### config.mk
export PLATFORM = sky130hd
export DESIGN_NAME = vga_text_renderer_flat
export DESIGN_NICKNAME = d
export VERILOG_FILES = /design/src/rtl/vga_text_renderer_if.sv /design/src/rtl/vga_text_renderer.sv /design/src/flat_wrapper.sv
export SDC_FILE = /design/constraint.sdc
export NUM_CORES = 1
export LEC_CHECK = 0
export BUFFER_PORTS_ARGS = -buffer_cell sky130_fd_sc_hd__buf_4
export CAP_MARGIN = 20
export CORE_MARGIN = 2
export CORE_UTILIZATION = 40
export DETAILED_ROUTE_END_ITERATION = 8
export PLACE_DENSITY = 0.76
export SYNTH_ARGS = -nofsm -noshare
export SYNTH_HDL_FRONTEND = slang
export SYNTH_SLANG_ARGS = --single-unit
### constraint.sdc
create_clock -name clk_i -period 2.5 [get_ports clk_i]
set_clock_uncertainty 0.1 [all_clocks]
set_input_delay 0 -clock clk_i [delete_from_list [all_inputs] [get_ports clk_i]]
set_output_delay 0 -clock clk_i [all_outputs]
set_load 0.005 [all_outputs]
### src/rtl/vga_text_renderer_if.sv
// rtl/vga_text_renderer_if.sv - character-RAM and font-ROM read bus for the text renderer
interface vga_text_renderer_if;
   logic [13:0] char_addr_o;
   logic [7:0]  char_data_i;
   logic [11:0] font_addr_o;
   logic [7:0]  font_data_i;

   modport master (
      output char_addr_o,
      output font_addr_o,
      input  char_data_i,
      input  font_data_i
   );

   modport slave (
      input  char_addr_o,
      input  font_addr_o,
      output char_data_i,
      output font_data_i
   );
endinterface

### src/rtl/vga_text_renderer.sv
// rtl/vga_text_renderer.sv - 3-stage 8x16 text-mode pixel renderer with sync delay
// Optional blinking underline cursor enabled by defining VGA_TEXT_CURSOR_EN.
module vga_text_renderer #(
   parameter int          COLS     = 160,
   parameter int          ROWS     = 64,
   parameter logic [11:0] FG_COLOR = 12'hFFF,
   parameter logic [11:0] BG_COLOR = 12'h000
) (
   input  logic                       clk_i,
   input  logic                       rst_i,
   input  logic                       hsync_i,
   input  logic                       vsync_i,
   input  logic                       activevideo_i,
   input  logic [10:0]                x_px_i,
   input  logic [10:0]                y_px_i,
   vga_text_renderer_if.master        mem,
   input  logic [7:0]                 cursor_col_i,
   input  logic [5:0]                 cursor_row_i,
   output logic [3:0]                 red_o,
   output logic [3:0]                 green_o,
   output logic [3:0]                 blue_o,
   output logic                       hsync_o,
   output logic                       vsync_o
);

   localparam logic [8:0]  COLS_W  = 9'(COLS);
   localparam logic [7:0]  ROWS_W  = 8'(ROWS);
   localparam logic [13:0] COLS_14 = 14'(COLS);

   logic [7:0]  col;
   logic [6:0]  row;
   logic [2:0]  gx;
   logic [3:0]  gy;
   logic        in_range;
   logic        pix_bit;
   logic        cur_vis;

   // Stage 1
   logic [13:0] char_addr_d, char_addr_q;
   logic [2:0]  gx1_d, gx1_q;
   logic [3:0]  gy1_d, gy1_q;
   logic        act1_d, act1_q;
   logic        inr1_d, inr1_q;
   logic        hs1_d, hs1_q;
   logic        vs1_d, vs1_q;

   // Stage 2
   logic [11:0] font_addr_d, font_addr_q;
   logic [2:0]  gx2_d, gx2_q;
   logic        act2_d, act2_q;
   logic        inr2_d, inr2_q;
   logic        hs2_d, hs2_q;
   logic        vs2_d, vs2_q;

   // Stage 3
   logic [11:0] rgb_d, rgb_q;
   logic        hs3_d, hs3_q;
   logic        vs3_d, vs3_q;

`ifdef VGA_TEXT_CURSOR_EN
   logic        cur1_d, cur1_q;
   logic        cur2_d, cur2_q;
   logic [4:0]  blink_d, blink_q;
   logic        vs_prev_d, vs_prev_q;
`else
   logic        unused_cursor;
   assign unused_cursor = ^{cursor_col_i, cursor_row_i};
`endif

   always_comb begin
      col      = x_px_i[10:3];
      row      = y_px_i[10:4];
      gx       = x_px_i[2:0];
      gy       = y_px_i[3:0];
      in_range = activevideo_i && ({1'b0, col} < COLS_W) && ({1'b0, row} < ROWS_W);

      // Out-of-grid pixels still issue a (truncated) read; the colour stage masks them.
      char_addr_d = {7'b0, row} * COLS_14 + {6'b0, col};
      gx1_d       = gx;
      gy1_d       = gy;
      act1_d      = activevideo_i;
      inr1_d      = in_range;
      hs1_d       = hsync_i;
      vs1_d       = vsync_i;

      font_addr_d = {mem.char_data_i, gy1_q};
      gx2_d       = gx1_q;
      act2_d      = act1_q;
      inr2_d      = inr1_q;
      hs2_d       = hs1_q;
      vs2_d       = vs1_q;

      // Bit 7 is the leftmost pixel, so the bit index is the inverted glyph column.
      pix_bit = mem.font_data_i[~gx2_q];

`ifdef VGA_TEXT_CURSOR_EN
      cur1_d    = in_range && (col == cursor_col_i) && (row == {1'b0, cursor_row_i})
                  && (gy >= 4'd14);
      cur2_d    = cur1_q;
      vs_prev_d = vsync_i;
      blink_d   = blink_q;
      if (vs_prev_q && !vsync_i) begin
         blink_d = blink_q + 5'd1;
      end
      cur_vis   = cur2_q && !blink_q[4];
`else
      cur_vis   = 1'b0;
`endif

      if (!act2_q) begin
         rgb_d = 12'h000;
      end else if (!inr2_q) begin
         rgb_d = BG_COLOR;
      end else if (pix_bit || cur_vis) begin
         rgb_d = FG_COLOR;
      end else begin
         rgb_d = BG_COLOR;
      end
      hs3_d = hs2_q;
      vs3_d = vs2_q;
   end

   always_ff @(posedge clk_i) begin
      if (rst_i) begin
         char_addr_q <= '0;
         gx1_q       <= '0;
         gy1_q       <= '0;
         act1_q      <= 1'b0;
         inr1_q      <= 1'b0;
         hs1_q       <= 1'b1;
         vs1_q       <= 1'b1;
         font_addr_q <= '0;
         gx2_q       <= '0;
         act2_q      <= 1'b0;
         inr2_q      <= 1'b0;
         hs2_q       <= 1'b1;
         vs2_q       <= 1'b1;
         rgb_q       <= '0;
         hs3_q       <= 1'b1;
         vs3_q       <= 1'b1;
      end else begin
         char_addr_q <= char_addr_d;
         gx1_q       <= gx1_d;
         gy1_q       <= gy1_d;
         act1_q      <= act1_d;
         inr1_q      <= inr1_d;
         hs1_q       <= hs1_d;
         vs1_q       <= vs1_d;
         font_addr_q <= font_addr_d;
         gx2_q       <= gx2_d;
         act2_q      <= act2_d;
         inr2_q      <= inr2_d;
         hs2_q       <= hs2_d;
         vs2_q       <= vs2_d;
         rgb_q       <= rgb_d;
         hs3_q       <= hs3_d;
         vs3_q       <= vs3_d;
      end
   end

`ifdef VGA_TEXT_CURSOR_EN
   always_ff @(posedge clk_i) begin
      if (rst_i) begin
         cur1_q    <= 1'b0;
         cur2_q    <= 1'b0;
         blink_q   <= '0;
         vs_prev_q <= 1'b1;
      end else begin
         cur1_q    <= cur1_d;
         cur2_q    <= cur2_d;
         blink_q   <= blink_d;
         vs_prev_q <= vs_prev_d;
      end
   end
`endif

   assign mem.char_addr_o = char_addr_q;
   assign mem.font_addr_o = font_addr_q;
   assign red_o           = rgb_q[11:8];
   assign green_o         = rgb_q[7:4];
   assign blue_o          = rgb_q[3:0];
   assign hsync_o         = hs3_q;
   assign vsync_o         = vs3_q;

endmodule
### src/flat_wrapper.sv
// flat-port wrapper written by rule: the top's interface ports become plain ports
module vga_text_renderer_flat 
#(
   parameter int          COLS     = 160,
   parameter int          ROWS     = 64,
   parameter logic [11:0] FG_COLOR = 12'hFFF,
   parameter logic [11:0] BG_COLOR = 12'h000
)
  (clk_i, rst_i, hsync_i, vsync_i, activevideo_i, x_px_i, y_px_i, cursor_col_i, cursor_row_i, red_o, green_o, blue_o, hsync_o, vsync_o, mem_char_addr_o, mem_font_addr_o, mem_char_data_i, mem_font_data_i);
  vga_text_renderer_if mem_i ();
  input  logic clk_i;
  input  logic rst_i;
  input  logic hsync_i;
  input  logic vsync_i;
  input  logic activevideo_i;
  input  logic [10:0] x_px_i;
  input  logic [10:0] y_px_i;
  input  logic [7:0] cursor_col_i;
  input  logic [5:0] cursor_row_i;
  output logic [3:0] red_o;
  output logic [3:0] green_o;
  output logic [3:0] blue_o;
  output logic hsync_o;
  output logic vsync_o;
  output wire logic [$bits(mem_i.char_addr_o)-1:0] mem_char_addr_o;
  output wire logic [$bits(mem_i.font_addr_o)-1:0] mem_font_addr_o;
  input wire logic [$bits(mem_i.char_data_i)-1:0] mem_char_data_i;
  input wire logic [$bits(mem_i.font_data_i)-1:0] mem_font_data_i;
  assign mem_char_addr_o = mem_i.char_addr_o;
  assign mem_font_addr_o = mem_i.font_addr_o;
  assign mem_i.char_data_i = mem_char_data_i;
  assign mem_i.font_data_i = mem_font_data_i;
  vga_text_renderer #(.COLS(COLS), .ROWS(ROWS), .FG_COLOR(FG_COLOR), .BG_COLOR(BG_COLOR)) u_core (.clk_i(clk_i), .rst_i(rst_i), .hsync_i(hsync_i), .vsync_i(vsync_i), .activevideo_i(activevideo_i), .x_px_i(x_px_i), .y_px_i(y_px_i), .mem(mem_i), .cursor_col_i(cursor_col_i), .cursor_row_i(cursor_row_i), .red_o(red_o), .green_o(green_o), .blue_o(blue_o), .hsync_o(hsync_o), .vsync_o(vsync_o));
endmodule
==> flow_summary.json <==
{
  "cp_max_fo": 4,
  "finalNonFillerCells": 320,
  "ctsHtreeMaxLevel": 2,
  "synth_adder_area_share_pct": 11.0,
  "number_of_antenna_violations_at_the_first_check_in_global_routing": 0,
  "leakage_uw": 0.00131,
  "drive_gt1_share_pct": 36.6,
  "cts.clk_slew.worst_paths_ps": 80,
  "drc_errors": 0,
  "synth-compound-area-share_pct": 5.92,
  "postSynthAreaPerCell_um2": 11.0,
  "io_buffer_count": 82,
  "timing.critical_path.to_type": "flop",
  "power_density_nw_per_um2": 592,
  "synthArstFlopShare_pct": 0,
  "timing.setup.critical_path_class": "in2reg",
  "synth-edff-count": 0,
  "postSynthCellCount": 167,
  "grt_pass1_vias": 1332,
  "muxShareOfSynthArea_pct": 2.99,
  "post-route-min-period_ps": 2320,
  "final_max_slew_viol_count": 0,
  "critical_path_required_ps": 2580,
  "synth_top_cell_by_area": "dfxtp_1",
  "vertical_extent_of_the_die_um": 71.8,
  "fillerInstances": 362,
  "synth_sequential_area_ratio_pct": 51.2,
  "io_pins": 97,
  "seqCellArea_um2": 941,
  "clkSinkCount": 47,
  "place_inst": 286,
  "yosys.cell_types.count": 30,
  "cts_inserted_buffers": 5,
  "timing_worst_slew_pin_value_ps": 450,
  "cts.hold.buffers_added": 27,
  "achievable-frequency_ghz": 0.431,
  "critical_path_arrival_ps": 2400,
  "grt_pass1_wl_um": 5850,
  "met1_usage_pct": 15.7,
  "synth_top_family_by_area": "simple AND/OR/NAND/NOR gates",
  "synthXorXnorAreaFrac_pct": 4.29,
  "netlist_top_cells_area": "dfxtp_1 (51%), nor2b_1 (11%), ha_1 (8.8%)",
  "unrepaired_setup_endpoints_after_global_routing": "false",
  "yosysWarningCount": 0,
  "worst_slew_slack_as_a_fraction_of_its_limit_pct": 70.0,
  "diodes": 0,
  "cts-resized-gates": 0,
  "synth_top_flop_cell": "dfxtp_1",
  "dp_hpwl_um": 2470,
  "post_synth_most_frequent_cells": "dfxtp_1 (47), nor2b_1 (32), nor2_1 (14)",
  "synth.ff_latch_count": 47,
  "post-route-period-util_pct": 92.8,
  "grt_remaining_overflow": 0,
  "clock-root-buffer": "clkbuf_8",
  "yosysTopAreaCellShare_pct": 51.2,
  "antenna_left": 0,
  "crit_path_launch_type": "input port",
  "drt_iter0_drc": 34,
  "std_cell_rows": 24,
  "result_of_the_run": "completed",
  "clock_tree.buffer_depth": 2,
  "worst_hold_path_type": "in2reg",
  "max-vdd-ir-drop_v": 0.000244,
  "met2_usage_pct": 26.0,
  "synth_simple_gate_area_share_pct": 19.1,
  "detail_route.wl_per_cell_um": 11.0,
  "floorplan.initialDensity_pct": 42.0,
  "placeable_core_area_um2": 4380,
  "multi_input_comb_area_um2": 797,
  "synthMostInstantiatedCell": "dfxtp_1",
  "die_width_um": 71.8,
  "synth_area_um2": 1840,
  "hold_violations": 0,
  "num-nets-final": 340,
  "max_cap_violations": 0,
  "detail_route.wirelength_um": 3530,
  "tritoncts": "yes",
  "die_area_um2": 5160,
  "route.vias.total": 1443,
  "met3_usage_pct": 5.49,
  "gr_usage_total_pct": 14.6,
  "grt-busiest-layer": "met2",
  "mappedNetlistNets": 239,
  "setup-tns-final_ps": 0,
  "grt_start_max_net_pins": 50,
  "post_dr_vias_cell": 4.51,
  "postCtsSetupBuffers": 0,
  "flow.area_growth_from_synthesis_pct": 52.2,
  "setup-violations-final": 0,
  "clk_latency_ps": 280,
  "finalWeightedCongestion": 0.760,
  "drt_first_pass_iters": 2
}
==> sequential cells by signal, summed over array words and instances (netlist names) <==
| signal | count |
|---|---|
| u_core.mem.char_addr_o | 14 |
| u_core.mem.font_addr_o | 12 |
| u_core.gy1_q | 4 |
| u_core.gx1_q | 3 |
| u_core.gx2_q | 3 |
| u_core.act1_q | 1 |
| u_core.act2_q | 1 |
| u_core.hs1_q | 1 |
| u_core.hs2_q | 1 |
| u_core.hsync_o | 1 |
| u_core.inr1_q | 1 |
| u_core.inr2_q | 1 |
| u_core.rgb_q | 1 |
| u_core.vs1_q | 1 |
| u_core.vs2_q | 1 |
| u_core.vsync_o | 1 |
==> through the flow <==
step / setup WS, ps / util [%] / cell area (µm²) / total power [µW] / hold slack (ps)
4_1_cts: 187 / 63.8 / 2800 / 1680 / 15.6
2_1_floorplan: 560 / - / 1840 / 988 / -20.7
3_5_place_dp: 299 / 55.3 / 2430 / 1130 / 86.8
5_1_grt: 11.2 / 63.8 / 2800 / 1750 / 22.5
6_report: 179 / 63.8 / 2800 / 1660 / 15.4
3_3_place_gp: 316 / 55.3 / 2430 / 1120 / 86.0
==> worst paths after layout <==
path / from / end / slack, ps / cells after the start
max: y_px_i[4] / u_core.mem.char_addr_o[12] / 180 / 10
min: x_px_i[9] / u_core.mem.char_addr_o[6] / 20 / 3
max reg2reg: u_core.gx2_q[0] / u_core.rgb_q[10] / 1170 / 3
min reg2reg: u_core.vs1_q / u_core.vs2_q / 310 / 1
==> cell families after synthesis <==
family | after synthesis
AND/OR/NAND/NOR | 63
flip-flops | 47
buffers and inverters | 16
adder cells (fa/ha/maj) | 15
AO/OA/AOI/OAI | 14
XOR/XNOR | 9
multiplexers | 3
==> worst max-delay path, stage by stage <==
cell and delay, ps:
dlygate4sd3_1 540, buf_4 140, ha_1 180, ha_1 210, fa_1 400, a211oi_1 240
nor2_1 110, xor2_1 270, nor2_1 70, a41o_1 250
==> power by group <==
group	internal, µW	switching [µW]	leakage [µW]
clock	293	223	0.0000513
combinational	200	129	0.000874
sequential	798	14.2	0.000390
total	1290	366	0.00131
==> layout make-up <==
class	count	share of cell area [%]
sequential	47	33.6
timing repair buffer	110	31.9
multi-input combinational	104	28.5
clock buffer	6	2.59
tap	52	2.32
clock inverter	1	1.07
==> cells in the final DEF (no fill, tap or decap) <==
cell type and n:
a211oi_1 2, a21o_1 3, a311oi_1 1, a32o_1 1, a41o_1 1, and3_1 1, and3b_1 1, buf_4 83
bufinv_16 1, clkbuf_1 1, clkbuf_8 5, dfxtp_1 47, dlygate4sd3_1 27, fa_1 2, ha_1 13, mux2i_1 1
mux4_2 2, nand2_1 3, nand2b_1 1, nand3_1 1, nand4_1 1, nor2_1 14, nor2b_1 32, nor3_1 2
o211ai_2 1, o21a_1 1, o21ai_0 2, o21ai_1 1, o21bai_1 1, or2_2 6, or4_1 1, xnor2_1 5
xor2_1 4
==> routing by layer <==
layer | wire length [µm] | share of wire [%] | vias up
met5 | 0 | 0 | -
met4 | 36 | 1.0 | 0
met3 | 364 | 10 | 5
met2 | 1800 | 51 | 60
met1 | 1330 | 38 | 635
li1 | - | - | 743
(Power assumes the default switching activity.)
